<file path="src/rtl/fetch_flow_ctrl.sv">
// Credit/flow controller between IFetch and the predecode buffer: gates fetch issue on
// buffer credits and fetch-ID availability, and sequences mispredict flush -> restart.
module fetch_flow_ctrl #(
    parameter int          BUF_SIZE  = 4,
    parameter int          FETCH_LAT = 2,
    parameter int          NUM_FID   = 8,
    parameter logic [30:0] RESET_PC  = 31'h0,
    localparam int         FID_W     = $clog2(NUM_FID),
    localparam int         OCC_W     = $clog2(BUF_SIZE) + 1
) (
    input  logic             clk,
    input  logic             rst,
    input  logic             IN_mispred,
    input  logic [FID_W-1:0] IN_mispredFID,
    input  logic [30:0]      IN_redirPC,
    input  logic             IN_ifReady,
    input  logic             IN_ifArrive,
    input  logic [OCC_W-1:0] IN_pdFreed,
    input  logic             IN_fidCommit,
    output logic             OUT_fetchEn,
    output logic [FID_W-1:0] OUT_fetchID,
    output logic             OUT_redirect,
    output logic [30:0]      OUT_redirPC,
    output logic             OUT_pdFlush,
    output logic             OUT_pdFull
);

    localparam int INF_W = $clog2(FETCH_LAT + 1);
    localparam int SUM_W = ((OCC_W > INF_W) ? OCC_W : INF_W) + 1;
    localparam logic [FID_W:0] FID_FULL = (FID_W + 1)'(NUM_FID);

    typedef enum logic [1:0] {
        RUN,
        FLUSH,
        RESTART
    } state_t;

    state_t             state;
    logic [OCC_W-1:0]   occ;
    logic [INF_W-1:0]   inflight;
    logic [INF_W-1:0]   flush_cnt;
    logic [FID_W:0]     fid_head;
    logic [FID_W:0]     fid_tail;
    logic [30:0]        redir_pc;
    logic               pd_full;

    logic [FID_W:0]     fid_used;
    logic [SUM_W-1:0]   credit_used;
    logic [SUM_W-1:0]   occ_calc;
    logic [SUM_W-1:0]   inflight_calc;
    logic [FID_W-1:0]   tail_dist;
    logic [FID_W:0]     mispred_tail;
    logic               fetch_en;
    logic               issue;

    always_comb begin
        fid_used      = fid_tail - fid_head;
        credit_used   = SUM_W'(occ) + SUM_W'(inflight);
        fetch_en      = (state == RUN) && (credit_used < SUM_W'(BUF_SIZE))
                        && (fid_used < FID_FULL) && !IN_mispred;
        issue         = fetch_en && IN_ifReady;
        occ_calc      = SUM_W'(occ) + SUM_W'(IN_ifArrive) - SUM_W'(IN_pdFreed);
        inflight_calc = SUM_W'(inflight) + SUM_W'(issue) - SUM_W'(IN_ifArrive);
        // The mispredicted ID is outstanding, so ID+1 lies in (head, head+NUM_FID];
        // a zero low-bit distance therefore means a full window, which fixes the wrap bit.
        tail_dist     = (IN_mispredFID + FID_W'(1)) - fid_head[FID_W-1:0];
        mispred_tail  = fid_head + ((tail_dist == '0) ? FID_FULL : {1'b0, tail_dist});
    end

    always_ff @(posedge clk) begin
        if (rst) begin
            state     <= RESTART;
            redir_pc  <= RESET_PC;
            occ       <= '0;
            inflight  <= '0;
            fid_head  <= '0;
            fid_tail  <= '0;
            flush_cnt <= '0;
            pd_full   <= 1'b0;
        end else begin
            if (IN_fidCommit)
                fid_head <= fid_head + (FID_W + 1)'(1);

            if (IN_mispred) begin
                state     <= FLUSH;
                flush_cnt <= INF_W'(FETCH_LAT);
                redir_pc  <= IN_redirPC;
                fid_tail  <= mispred_tail;
                occ       <= '0;
                inflight  <= '0;
                pd_full   <= 1'b0;
            end else begin
                case (state)
                    RUN, RESTART: begin
                        state    <= RUN;
                        occ      <= occ_calc[OCC_W-1:0];
                        inflight <= inflight_calc[INF_W-1:0];
                        pd_full  <= (occ_calc == SUM_W'(BUF_SIZE));
                        if (issue)
                            fid_tail <= fid_tail + (FID_W + 1)'(1);
                    end
                    FLUSH: begin
                        // Arrivals and frees during the flush belong to discarded packets.
                        flush_cnt <= flush_cnt - INF_W'(1);
                        if (flush_cnt == INF_W'(1))
                            state <= RESTART;
                    end
                    default: state <= RESTART;
                endcase
            end
        end
    end

    always_ff @(posedge clk) begin
        if (!rst) begin
            assert (!(IN_fidCommit && (fid_head == fid_tail)));
            if (state != FLUSH && !IN_mispred) begin
                assert (occ_calc <= SUM_W'(BUF_SIZE));
                assert (inflight_calc <= SUM_W'(FETCH_LAT));
            end
        end
    end

    assign OUT_fetchEn  = fetch_en;
    assign OUT_fetchID  = fid_tail[FID_W-1:0];
    assign OUT_redirect = (state == RESTART) && !rst;
    assign OUT_redirPC  = redir_pc;
    assign OUT_pdFlush  = (state == FLUSH);
    assign OUT_pdFull   = pd_full;

endmodule

</file>
<file path="config.mk">
export PLATFORM = sky130hd
export DESIGN_NAME = fetch_flow_ctrl
export DESIGN_NICKNAME = d
export VERILOG_FILES = /design/src/rtl/fetch_flow_ctrl.sv
export SDC_FILE = /design/constraint.sdc
export NUM_CORES = 1
export LEC_CHECK = 0
export BUFFER_PORTS_ARGS = -buffer_cell sky130_fd_sc_hd__buf_2
export CORE_ASPECT_RATIO = 1.1
export CORE_MARGIN = 4
export CORE_UTILIZATION = 35
export DETAILED_ROUTE_END_ITERATION = 10
export GPL_TIMING_DRIVEN = 0
export PLACE_DENSITY = 0.7
export SYNTH_ARGS = -nofsm -noshare
export SYNTH_HDL_FRONTEND = slang
export SYNTH_SLANG_ARGS = --single-unit
</file>
<file path="constraint.sdc">
create_clock -name clk -period 2.95 [get_ports clk]
set_input_delay 0.295 -clock clk [delete_from_list [all_inputs] [get_ports clk]]
set_output_delay 0.295 -clock clk [all_outputs]
set_load 0.005 [all_outputs]
</file>
==> results.cfg, run 1 <==
[place]
place_congestion = 0.817
portBuffers = 78
dpl.hpwl_mm = 4.13

[sta]
finalMaxSlewViolations = 0
tightest_slew_ns = 0.686
maxSlewHeadroom = 0.543
fin_crit_sh = 0.905
clock-skew-final_ns = 0.00551
whs_ns = 0.228
rsz0062_at_grt = no
setup_violations = 0
fin_setup_tns_ns = 0
fmax_ghz = 0.375
final_hold_viol_count = 0
final.min_clock_period_ns = 2.67

[job]
cap_violations = 0

[clocking]
clock-sinks = 49
path_clk_slew_ns = 0.09
post_cts_buffers = 0
cts_buffer_depth = 2
cts-resized-gates = 0
cts-root-buf = clkbuf_8
cts_tree = yes
cts_made_buffers = 5
h-tree-depth = 2
hold_buffers = 0
clock_latency_ns = 0.29

[cells_and_area]
fin_nets = 403
antenna_cells = 0
drive_gt1_frac = 0.281
final_common_cell = buf_2
final_cell_mix = 79 x buf_2, 49 x dfxtp_1, 47 x nor2_1
area_growth_pct = 24.2

[floorplan]
start_util = 0.363
fp.coreArea_um2 = 6630
rows = 31
die_area_um2 = 8270
die_h_um = 95.0
io_pins = 81
die_w_um = 87.1

[global_routing]
grt_pass1_vias = 2044
grt_max_degree = 15
antenna_found_initial = 0
overflow = 0
grt_pass1_wl_mm = 8.79
grt_use_total = 0.130

[logic_synthesis]
avgSynthCellArea_um2 = 9.52
synth_edf_count = 0
synth_area_um2 = 2410
synth_ff_type = dfxtp_1
ys_seq_area_frac = 0.407
synthCells = 253
ys.warnings.count = 0
ys_async_sr_fraction = 0
ys_types = 40
synth_seq_cells = 49
synth_nets = 318

[run_status]
status = complete, no violations

[power_and_ir_drop]
p_leak_uw = 0.00150
powerDensity_nw_per_um2 = 485
ir_worst_vdd_uv = 234

[hold_path]
hold_depth = 3
min_path_type = input pin to flop

[setup_path]
critPathKind = flop to flop
required_ns = 3.18
cp_max_fo = 5
end_kind = flop
start_kind = flop
worst_ep_arrival_time_ns = 2.90
reg2reg_depth = 10

[route]
drc = 0
drt_pass1_iterations = 4
wl_per_cell_um = 12.4
routed_wl_mm = 5.22
dr_total_vias = 1972
post_drt_via_cell_ratio = 4.70
ant_nets = 0
drt_iter0_drc = 46
==> registers in the layout, indices dropped and copies added, names as in the netlist <==
name	count
flush_cnt	2
occ	3
OUT_pdFull	1
state	2
OUT_redirPC	31
inflight	2
fid_tail	4
fid_head	4
==> power breakdown <==
group	switching, uW	internal, uW	leakage [uW]	total (uW)
combinational	169	164	0.00106	333
sequential	32.0	704	0.000404	736
clock	215	165	0.0000412	379
total	416	1030	0.00150	1450
==> metal layers <==
layer	GRT usage	up-vias	share of wire
met5	0	-	0
met4	0.0422	0	0.013
met3	0.0349	6	0.063
met2	0.223	58	0.50
met1	0.158	897	0.43
li1	-	1011	-
==> cells in the mapped netlist, types with 3 or more instances <==
master / count / area (um^2)
xor2_1: 6 / 52.6
o21ai_1: 3 / 15.0
buf_1: 3 / 11.3
clkbuf_1: 9 / 33.8
buf_4: 3 / 22.5
mux2i_1: 35 / 350
nor3b_1: 3 / 22.5
a21oi_1: 10 / 50.1
nor2_1: 47 / 176
nand2_1: 6 / 22.5
dfxtp_1: 49 / 981
xnor2_1: 10 / 87.6
inv_1: 16 / 60.1
ha_1: 20 / 250
==> worst max-delay path, cell delays in order, from the launching register on <==
cell,delay [ns]
dfxtp_1,0.34
ha_1,0.20
or4_4,0.43
a311oi_4,0.37
nand3_1,0.17
ha_1,0.30
inv_1,0.04
ha_1,0.17
xnor2_1,0.13
or3_1,0.31
a21oi_1,0.14
==> cell families (layout without fill, tap and decap cells) <==
group	Yosys count	count (layout)	synth area share
compound gates	25	25	0.0764
xor+xnor	16	16	0.0582
fa+ha+maj	22	22	0.121
buf+inv	34	119	0.0582
flops	49	49	0.407
mux	35	35	0.145
simple gates	72	72	0.134
==> worst paths after layout <==
kind,slack (ns),end,start
setup reg to reg,0.28,inflight[1],occ[1]
setup / recovery,0.28,inflight[1],occ[1]
hold / removal,0.23,OUT_redirPC[12],IN_redirPC[12]
hold reg to reg,0.50,OUT_redirPC[21],OUT_redirPC[21]
==> stage by stage <==
step	utilization	total power, uW	std cells	instance area [um^2]	setup slack (ns)
final	0.451	1450	420	2990	0.281
after global routing	0.451	1550	420	2990	0.0342
after CTS	0.450	1470	420	2980	0.193
after detailed placement	0.437	1080	413	2900	0.219
after global placement	0.437	1070	413	2900	0.278
after floorplan	-	972	253	2410	0.471
==> cell type report <==
class                           instances  area, um^2
Clock inverter                          1        8.76
Tap cell                               82         103
Clock buffer                            6        72.6
Buffer                                 16        72.6
Fill cell                             649        3640
Sequential cell                        49         981
Timing Repair Buffer                   78         390
Inverter                               18        67.6
Multi-Input combinational cell        170        1290
No activity file was read; power rests on OpenSTA's default activity.
==> run 2: changes to the inputs <==
--- a/config.mk
+++ b/config.mk
@@ -6,12 +6,13 @@
 export NUM_CORES = 1
 export LEC_CHECK = 0
 export BUFFER_PORTS_ARGS = -buffer_cell sky130_fd_sc_hd__buf_2
-export CORE_ASPECT_RATIO = 1.1
+export CORE_ASPECT_RATIO = 1.2
 export CORE_MARGIN = 4
 export CORE_UTILIZATION = 35
 export DETAILED_ROUTE_END_ITERATION = 10
 export GPL_TIMING_DRIVEN = 0
 export PLACE_DENSITY = 0.7
+export REMOVE_ABC_BUFFERS = 1
 export SYNTH_ARGS = -nofsm -noshare
 export SYNTH_HDL_FRONTEND = slang
 export SYNTH_SLANG_ARGS = --single-unit
==> run 2 against run 1 <==
  * Global-route usage down 0.83 points
  * Register-to-register slack worse by 0.09 ns
  * Clock skew down 0.0015 ns
  * Sequential share of layout area up 0.52 points
  * Largest power group unchanged
==> results.cfg, run 2 (same netlist as run 1, synthesis figures left out) <==
[setup_path]
end_kind = flop
required_ns = 3.18
start_kind = flop
critPathKind = flop to flop
worst_ep_arrival_time_ns = 2.99
cp_max_fo = 15

[global_routing]
grt_use_total = 0.122
overflow = 0
antenna_found_initial = 0
grt_pass1_wl_mm = 8.54
grt_pass1_vias = 1964
grt_max_degree = 47

[power_and_ir_drop]
ir_worst_vdd_uv = 354
p_leak_uw = 0.00148
powerDensity_nw_per_um2 = 499
total_power_uw = 1470

[route]
wl_met1_mm = 1.99
dr_total_vias = 1910
wl_met2_mm = 2.37
routed-wl-met3_um = 407
post_drt_via_cell_ratio = 4.66
drt_pass1_iterations = 4
drt_iter0_drc = 24
routed_wl_mm = 4.81
wl_per_cell_um = 11.7
top_layer = met4
drc = 0
ant_nets = 0

[sta]
finalMaxSlewViolations = 0
rsz0062_at_grt = no
tightest_slew_ns = 1.19
fin_crit_sh = 0.935
setup_violations = 0
fin_setup_tns_ns = 0
clock-skew-final_ns = 0.00401
final_hold_viol_count = 0
maxSlewHeadroom = 0.209
final.min_clock_period_ns = 2.76
fmax_ghz = 0.362

[cells_and_area]
area_growth_pct = 22.2
design_area_um2 = 2940
instances_no_fill = 410
fin_nets = 389
largest_reg_flops = 31
drive_gt1_frac = 0.289
antenna_cells = 0
final_cell_mix = 80 x buf_2, 49 x dfxtp_1, 47 x nor2_1
final_common_cell = buf_2
multi_input_area_um2 = 1290
seq_area_um2 = 981
postLayoutCoreUtil = 0.448
fill_cells = 677

[floorplan]
io_pins = 81
rows = 32
die_area_um2 = 8280
die_w_um = 83.7
fp.coreArea_um2 = 6570
die_h_um = 98.9
start_util = 0.367

[run_status]
status = complete, no violations

[hold_path]
min_path_type = input pin to flop

[clocking]
h-tree-depth = 2
cts_tree = yes
hold_buffers = 0
path_clk_slew_ns = 0.09
cts_buffer_depth = 2
cts-root-buf = clkbuf_8
clock-sinks = 49
cts-resized-gates = 0
cts_made_buffers = 5
post_cts_buffers = 0
clock_latency_ns = 0.29

[place]
placed_cell_area_um2 = 2840
portBuffers = 80
dpl.hpwl_mm = 3.67
post-place-cells = 402
place_congestion = 0.747

[job]
cap_violations = 0
## run 2: cell count changes in the layout (fill, tap and decap cells not counted), sizes merged
cell / previous run / this run
buf: 85 / 80
clkbuf: 15 / 7
## run 2: layout make-up
class	count	share of cell area
flip-flops and latches	49	0.333
well taps	85	0.0361
clock buffers	7	0.0327
clock inverters	1	0.00170
multi-input cells	170	0.437
inverters	18	0.0229
repair buffers	80	0.136
## run 2: per-stage QoR
stage | hold WS (ns) | setup slack, ns
after CTS | 0.222 | 0.159
after global routing | 0.234 | 0.0280
after detailed placement | 0.482 | 0.183
after global placement | 0.467 | 0.229
after floorplan | 0.364 | 0.399
final | 0.236 | 0.190
## run 2: worst max-delay path, cell delays in order (launching register included)
cell and delay [ns]:
dfxtp_1 0.46, or4_4 0.60, a311oi_4 0.37, nand3_1 0.18, ha_1 0.31, inv_1 0.04, ha_1 0.18, xnor2_1 0.13
or3_1 0.30, a21oi_1 0.13
## run 2: power breakdown
group | internal (uW) | switching (uW)
clock network | 212 | 205
registers | 704 | 33.5
logic | 153 | 161
total | 1070 | 400
## run 2: final timing paths
kind,startpoint,endpoint,slack (ns),cells past startpoint
max reg2reg,state[0],inflight[1],0.19,9
max,state[0],inflight[1],0.19,9
min reg2reg,OUT_redirPC[25],OUT_redirPC[25],0.50,2
min,IN_redirPC[29],OUT_redirPC[29],0.24,3
## run 2: layer usage
layer / global-route usage / up-vias
li1: - / 983
met1: 0.138 / 861
met2: 0.217 / 60
met3: 0.0452 / 6
met4: 0.0297 / 0
met5: 0 / -
